### src/rtl/uart_pkg.sv
// Shared UART definitions: FSM state encoding and line levels.
// Used by the transmit serializer and, later, the receiver.
package uart_pkg;

  typedef enum logic [2:0] {
    IDLE   = 3'd0,
    START  = 3'd1,
    DATA   = 3'd2,
    PARITY = 3'd3,
    STOP   = 3'd4
  } state_t;

  localparam int   DATA_BITS   = 8;
  localparam logic LINE_IDLE   = 1'b1;
  localparam logic START_LEVEL = 1'b0;
  localparam logic STOP_LEVEL  = 1'b1;

  // Even parity bit over one data byte.
  function automatic logic even_parity(input logic [DATA_BITS-1:0] data);
    return ^data;
  endfunction

endpackage

### src/rtl/encoded_uart_tx_if.sv
// Byte handshake from the encoder plus serial line and status towards the channel.
interface encoded_uart_tx_if;

  logic [7:0] tx_data;
  logic       tx_valid;
  logic       tx_ready;
  logic       tx_line;
  logic       tx_busy;
  logic       tx_done;

  modport master (
    output tx_data,
    output tx_valid,
    input  tx_ready,
    input  tx_line,
    input  tx_busy,
    input  tx_done
  );

  modport slave (
    input  tx_data,
    input  tx_valid,
    output tx_ready,
    output tx_line,
    output tx_busy,
    output tx_done
  );

endinterface

### src/rtl/baud_counter.sv
// Bit-period counter: counts 0..BAUD_DIV-1, bit_end flags the last cycle of each period.
module baud_counter #(
  parameter int BAUD_DIV = 16
) (
  input  logic clk,
  input  logic reset,
  input  logic clear,
  output logic bit_end
);

  localparam int CNT_W = $clog2(BAUD_DIV) + 1;
  localparam logic [CNT_W-1:0] CNT_LAST = CNT_W'(BAUD_DIV - 1);

  logic [CNT_W-1:0] cnt_q;
  logic [CNT_W-1:0] cnt_d;

  assign bit_end = (cnt_q == CNT_LAST);

  // Next count: held at zero while cleared, wraps on each bit boundary.
  always_comb begin
    cnt_d = cnt_q;
    if (clear) begin
      cnt_d = '0;
    end else if (bit_end) begin
      cnt_d = '0;
    end else begin
      cnt_d = cnt_q + CNT_W'(1);
    end
  end

  // Counter register.
  always_ff @(posedge clk or negedge reset) begin
    if (!reset) begin
      cnt_q <= '0;
    end else begin
      cnt_q <= cnt_d;
    end
  end

endmodule

### src/rtl/encoded_uart_tx.sv
// UART-style serializer for encoded bytes: start, 8 data bits LSB first, stop.
// Define UART_TX_PARITY_EN to insert an even parity bit before the stop bit.
module encoded_uart_tx #(
  parameter int BAUD_DIV = 16
) (
  input  logic               clk,
  input  logic               reset,
  encoded_uart_tx_if.slave   bus
);

  import uart_pkg::*;

  state_t     state_q, state_d;
  logic [7:0] shift_q, shift_d;
  logic [2:0] idx_q, idx_d;
  logic       line_d, ready_d, busy_d, done_d;
  logic       clear_s, bit_end_s;
`ifdef UART_TX_PARITY_EN
  logic       par_q, par_d;
`endif

  // The bit timer only runs while a frame is on the line.
  assign clear_s = (state_q == IDLE);

  baud_counter #(.BAUD_DIV(BAUD_DIV)) u_baud (
    .clk     (clk),
    .reset   (reset),
    .clear   (clear_s),
    .bit_end (bit_end_s)
  );

  // Frame sequencing; outputs are derived from the next state so the registered line is cycle-aligned.
  always_comb begin
    state_d = state_q;
    shift_d = shift_q;
    idx_d   = idx_q;
    done_d  = 1'b0;
`ifdef UART_TX_PARITY_EN
    par_d   = par_q;
`endif
    case (state_q)
      IDLE: begin
        idx_d = 3'd0;
        if (bus.tx_valid && bus.tx_ready) begin
          shift_d = bus.tx_data;
`ifdef UART_TX_PARITY_EN
          par_d   = even_parity(bus.tx_data);
`endif
          state_d = START;
        end else begin
          state_d = IDLE;
        end
      end
      START: begin
        if (bit_end_s) begin
          state_d = DATA;
        end else begin
          state_d = START;
        end
      end
      DATA: begin
        if (bit_end_s) begin
          shift_d = {1'b0, shift_q[7:1]};
          if (idx_q == 3'(DATA_BITS - 1)) begin
`ifdef UART_TX_PARITY_EN
            state_d = PARITY;
`else
            state_d = STOP;
`endif
          end else begin
            idx_d = idx_q + 3'd1;
          end
        end else begin
          state_d = DATA;
        end
      end
`ifdef UART_TX_PARITY_EN
      PARITY: begin
        if (bit_end_s) begin
          state_d = STOP;
        end else begin
          state_d = PARITY;
        end
      end
`endif
      STOP: begin
        if (bit_end_s) begin
          state_d = IDLE;
          done_d  = 1'b1;
        end else begin
          state_d = STOP;
        end
      end
      default: begin
        state_d = IDLE;
      end
    endcase

    ready_d = (state_d == IDLE);
    busy_d  = (state_d != IDLE);
    case (state_d)
      IDLE:    line_d = LINE_IDLE;
      START:   line_d = START_LEVEL;
      DATA:    line_d = shift_d[0];
`ifdef UART_TX_PARITY_EN
      PARITY:  line_d = par_d;
`endif
      STOP:    line_d = STOP_LEVEL;
      default: line_d = LINE_IDLE;
    endcase
  end

  // State, datapath and registered outputs.
  always_ff @(posedge clk or negedge reset) begin
    if (!reset) begin
      state_q      <= IDLE;
      shift_q      <= 8'h00;
      idx_q        <= 3'd0;
`ifdef UART_TX_PARITY_EN
      par_q        <= 1'b0;
`endif
      bus.tx_line  <= LINE_IDLE;
      bus.tx_ready <= 1'b1;
      bus.tx_busy  <= 1'b0;
      bus.tx_done  <= 1'b0;
    end else begin
      state_q      <= state_d;
      shift_q      <= shift_d;
      idx_q        <= idx_d;
`ifdef UART_TX_PARITY_EN
      par_q        <= par_d;
`endif
      bus.tx_line  <= line_d;
      bus.tx_ready <= ready_d;
      bus.tx_busy  <= busy_d;
      bus.tx_done  <= done_d;
    end
  end

endmodule

### src/flat_wrapper.sv
// flat-port wrapper written by rule: the top's interface ports become plain ports
module encoded_uart_tx_flat import uart_pkg::*;
#(
  parameter int BAUD_DIV = 16
)
  (clk, reset, bus_tx_data, bus_tx_valid, bus_tx_ready, bus_tx_line, bus_tx_busy, bus_tx_done);
  encoded_uart_tx_if bus_i ();
  input  logic clk;
  input  logic reset;
  input wire logic [$bits(bus_i.tx_data)-1:0] bus_tx_data;
  input wire logic [$bits(bus_i.tx_valid)-1:0] bus_tx_valid;
  output wire logic [$bits(bus_i.tx_ready)-1:0] bus_tx_ready;
  output wire logic [$bits(bus_i.tx_line)-1:0] bus_tx_line;
  output wire logic [$bits(bus_i.tx_busy)-1:0] bus_tx_busy;
  output wire logic [$bits(bus_i.tx_done)-1:0] bus_tx_done;
  assign bus_i.tx_data = bus_tx_data;
  assign bus_i.tx_valid = bus_tx_valid;
  assign bus_tx_ready = bus_i.tx_ready;
  assign bus_tx_line = bus_i.tx_line;
  assign bus_tx_busy = bus_i.tx_busy;
  assign bus_tx_done = bus_i.tx_done;
  encoded_uart_tx #(.BAUD_DIV(BAUD_DIV)) u_core (.clk(clk), .reset(reset), .bus(bus_i));
endmodule
### config.mk
export PLATFORM = sky130hd
export DESIGN_NAME = encoded_uart_tx_flat
export DESIGN_NICKNAME = d
export VERILOG_FILES = /design/src/rtl/uart_pkg.sv /design/src/rtl/encoded_uart_tx_if.sv /design/src/rtl/baud_counter.sv /design/src/rtl/encoded_uart_tx.sv /design/src/flat_wrapper.sv
export SDC_FILE = /design/constraint.sdc
export NUM_CORES = 1
export LEC_CHECK = 0
export CORE_MARGIN = 2
export CORE_UTILIZATION = 46
export DETAILED_ROUTE_END_ITERATION = 6
export PLACE_DENSITY = 0.76
export SLEW_MARGIN = 20
export SYNTH_ARGS = -nofsm -noshare
export SYNTH_HDL_FRONTEND = slang
export SYNTH_SLANG_ARGS = --single-unit
export TNS_END_PERCENT = 50
### constraint.sdc
create_clock -name clk -period 4.55 [get_ports clk]
set_input_delay 0.91 -clock clk [delete_from_list [all_inputs] [get_ports clk]]
set_output_delay 0.91 -clock clk [all_outputs]
set_load 0.1 [all_outputs]
==> metrics.txt <==
crit-path cells clkdlybuf4s50_1; initial antenna violation count 0; drt initial violations 5; normalized max-slew margin 35.2%; post-cts repair resize count 0; RSZ-0062 raised after global routing false; setup_tns 0 ns; Post-CTS Setup Repair Bufs 0; Warnings, synthesis 0; crit share post-route 63.6%; Post-Syn Area 0.00106 sq mm; most common cell after layout, fill and taps aside dfrtp_1; fin crit period 2.89 ns; die width 52.0 um; gpl congestion 0.772; Fillers 187; average vias per placed instance 5.73; Starting Density 48.3%; leakage 0.595 nW; vias in the first global route 751; post-route ant nets 0; Top-Level Pins 15; buffers and inverters on the worst path 1; sw power 0.257 mW; largest net degree at the start of global routing 24; worst hold margin 0.477 ns; CTS sink cnt 23; register area share after synthesis 54.6%; clock root buffer master clkbuf_4; fmax 346 MHz; global-route wire length before repair 3.29 mm; Net Count, Synth 103; WS Path Type reg -> out; slew at the pin closest to its max-slew limit 0.969 ns; Worst setup SP type flip-flop; DP Area 0.00121 sq mm; # setup viols final 0; Int Pwr 0.403 mW; TritonCTS clock tree yes; core box area 0.00219 sq mm; n_diodes 0; status finished clean; hold buffer count at CTS 0; critical path fanouts, max 2; wire per inst 14.9 um; family with the most delay on the worst path buffers and inverters; fin area 0.00123 sq mm; All-Layer GR Usage 16.6%; Data required, critical path 3.64 ns; Worst VDD drop 0.364 mV; Multi-input gate area 457 sq um; net switching fraction of the power 38.9%; total grt overflow 0; Syn Area/Cell 11.9 sq um; Slowest Stage Delay on Critical Path 1.13 ns; Die H 52.0 um; H-tree depth 1; drt total wl 1.96 mm; Initial DRT Pass Iterations 4; combinational fraction of design power 36.9%; Power Dens Cells 534 mW/mm^2; most frequent cells in the layout 21 x dfrtp_1, 13 x clkdlybuf4s50_1, 10 x a22o_1, 6 x a21o_1; Worst Hold Class reg -> reg; Hold Vio Cnt, Final 0; die area 0.00270 sq mm; CTS buffer count 3; Buffers on Ports 14; CP Data Arrival Time 1.98 ns; Critical Path End Type output pin; DRC viols 0; Synth Instances 89; number of max-cap violations 0; clk slew on worst S/H paths 0.11 ns; clock latency at the later pin of the worst-skew pair 0.31 ns; Vias 756; Clk pwr share 13.8%; clk_skew 0.00653 ns; synthesis-to-finish area growth 16.7%; slowest CP cell clkdlybuf4s50_1; Flop pwr share 49.3%; share of layout cells above drive strength 1 12.5%; worst-case clock buffer depth 2; detailed placer's ending HPWL 1.43 mm; Layout Nets 119; synthesized flop and latch total 23; Max Transition Viols Final 0; row cnt 17; distinct cell type count after synthesis 36; Reg area 578 sq um
==> power by group through the flow <==
stage	registers (mW)	logic, mW	clock network, mW
after floorplan	0.402	0.108	0
after global placement	0.324	0.240	0
after detailed placement	0.329	0.246	0
after CTS	0.325	0.247	0.0954
after global routing	0.334	0.261	0.103
final	0.325	0.243	0.0912
==> area by class of cell <==
class                           count  area share (%)
Tap cell                           28            2.84
Timing Repair Buffer               14            10.9
Multi-Input combinational cell     62            37.0
Inverter                            1           0.304
Clock buffer                        4            2.13
Sequential cell                    23            46.8
==> final timing paths <==
kind | start | to | slack (ns) | cells after the start
setup / recovery | u_core.bus.tx_ready | bus_tx_ready | 1.66 | 1
hold / removal | u_core.u_baud.cnt_q[0] | u_core.u_baud.cnt_q[0] | 0.48 | 1
setup reg to reg | u_core.u_baud.cnt_q[0] | u_core.shift_q[7] | 2.75 | 5
hold reg to reg | u_core.u_baud.cnt_q[0] | u_core.u_baud.cnt_q[0] | 0.48 | 1
max in group asynchronous | reset | u_core.bus.tx_ready | 3.64 | 1
min in group asynchronous | reset | u_core.idx_q[2] | 0.55 | 1
==> Yosys cell counts <==
cell type / instances / share of area [%]
dfrtp_1: 21 / 50
a22o_1: 10 / 8.3
a21o_1: 6 / 4.3
nand2_1: 5 / 1.8
nor2_1: 5 / 1.8
and3_1: 3 / 1.8
ha_1: 3 / 3.5
o21ai_1: 3 / 1.4
or3_1: 3 / 1.8
dfstp_2: 2 / 5.0
nand3_1: 2 / 0.95
o31ai_1: 2 / 1.4
a21bo_1: 1 / 0.95
a21oi_1: 1 / 0.47
a22oi_1: 1 / 0.71
a31o_2: 1 / 0.83
a31o_4: 1 / 1.7
a31oi_1: 1 / 0.59
and3_4: 1 / 1.1
and4b_1: 1 / 0.95
buf_2: 1 / 0.47
buf_6: 1 / 1.1
clkbuf_1: 1 / 0.35
inv_1: 1 / 0.35
nand2b_1: 1 / 0.59
nand4_1: 1 / 0.59
nand4b_2: 1 / 1.4
nor2_2: 1 / 0.59
nor3_1: 1 / 0.47
nor3_2: 1 / 0.95
nor4_1: 1 / 0.59
nor4b_1: 1 / 0.83
or2_2: 1 / 0.59
or4_1: 1 / 0.71
xnor2_1: 1 / 0.83
xor2_1: 1 / 0.83
==> layer usage <==
| metal | vias up | global-route usage, % | share of wire (%) |
|---|---|---|---|
| met1 | 374 | 20.7 | 46 |
| met3 | 2 | 5.17 | 4.6 |
| met5 | - | 0 | 0 |
| li1 | 363 | - | - |
| met4 | 0 | 3.95 | 0.46 |
| met2 | 17 | 27.8 | 49 |
==> registers in the layout (all words and copies together), names as in the netlist <==
register             count
u_core.bus.tx_busy       1
u_core.bus.tx_done       1
u_core.bus.tx_line       1
u_core.bus.tx_ready      1
u_core.idx_q             3
u_core.shift_q           8
u_core.state_q           3
u_core.u_baud.cnt_q      5
==> per-stage QoR <==
step,util (%),setup slack (ns),std cells,total power [mW]
3_3_place_gp,55.4,2.01,128,0.565
2_1_floorplan,-,2.68,89,0.510
4_1_cts,56.6,1.64,132,0.668
3_5_place_dp,55.4,2.00,128,0.575
6_report,56.4,1.66,132,0.660
5_1_grt,56.4,1.61,132,0.697
==> cell families after synthesis <==
group,count (synthesis),synth area share [%]
adder cells (fa/ha/maj),3,3.55
AND/OR/NAND/NOR,30,17.4
buffers and inverters,4,2.24
XOR/XNOR,2,1.66
flip-flops,23,54.6
AO/OA/AOI/OAI,27,20.6
Power figures use the tool's default switching activity.
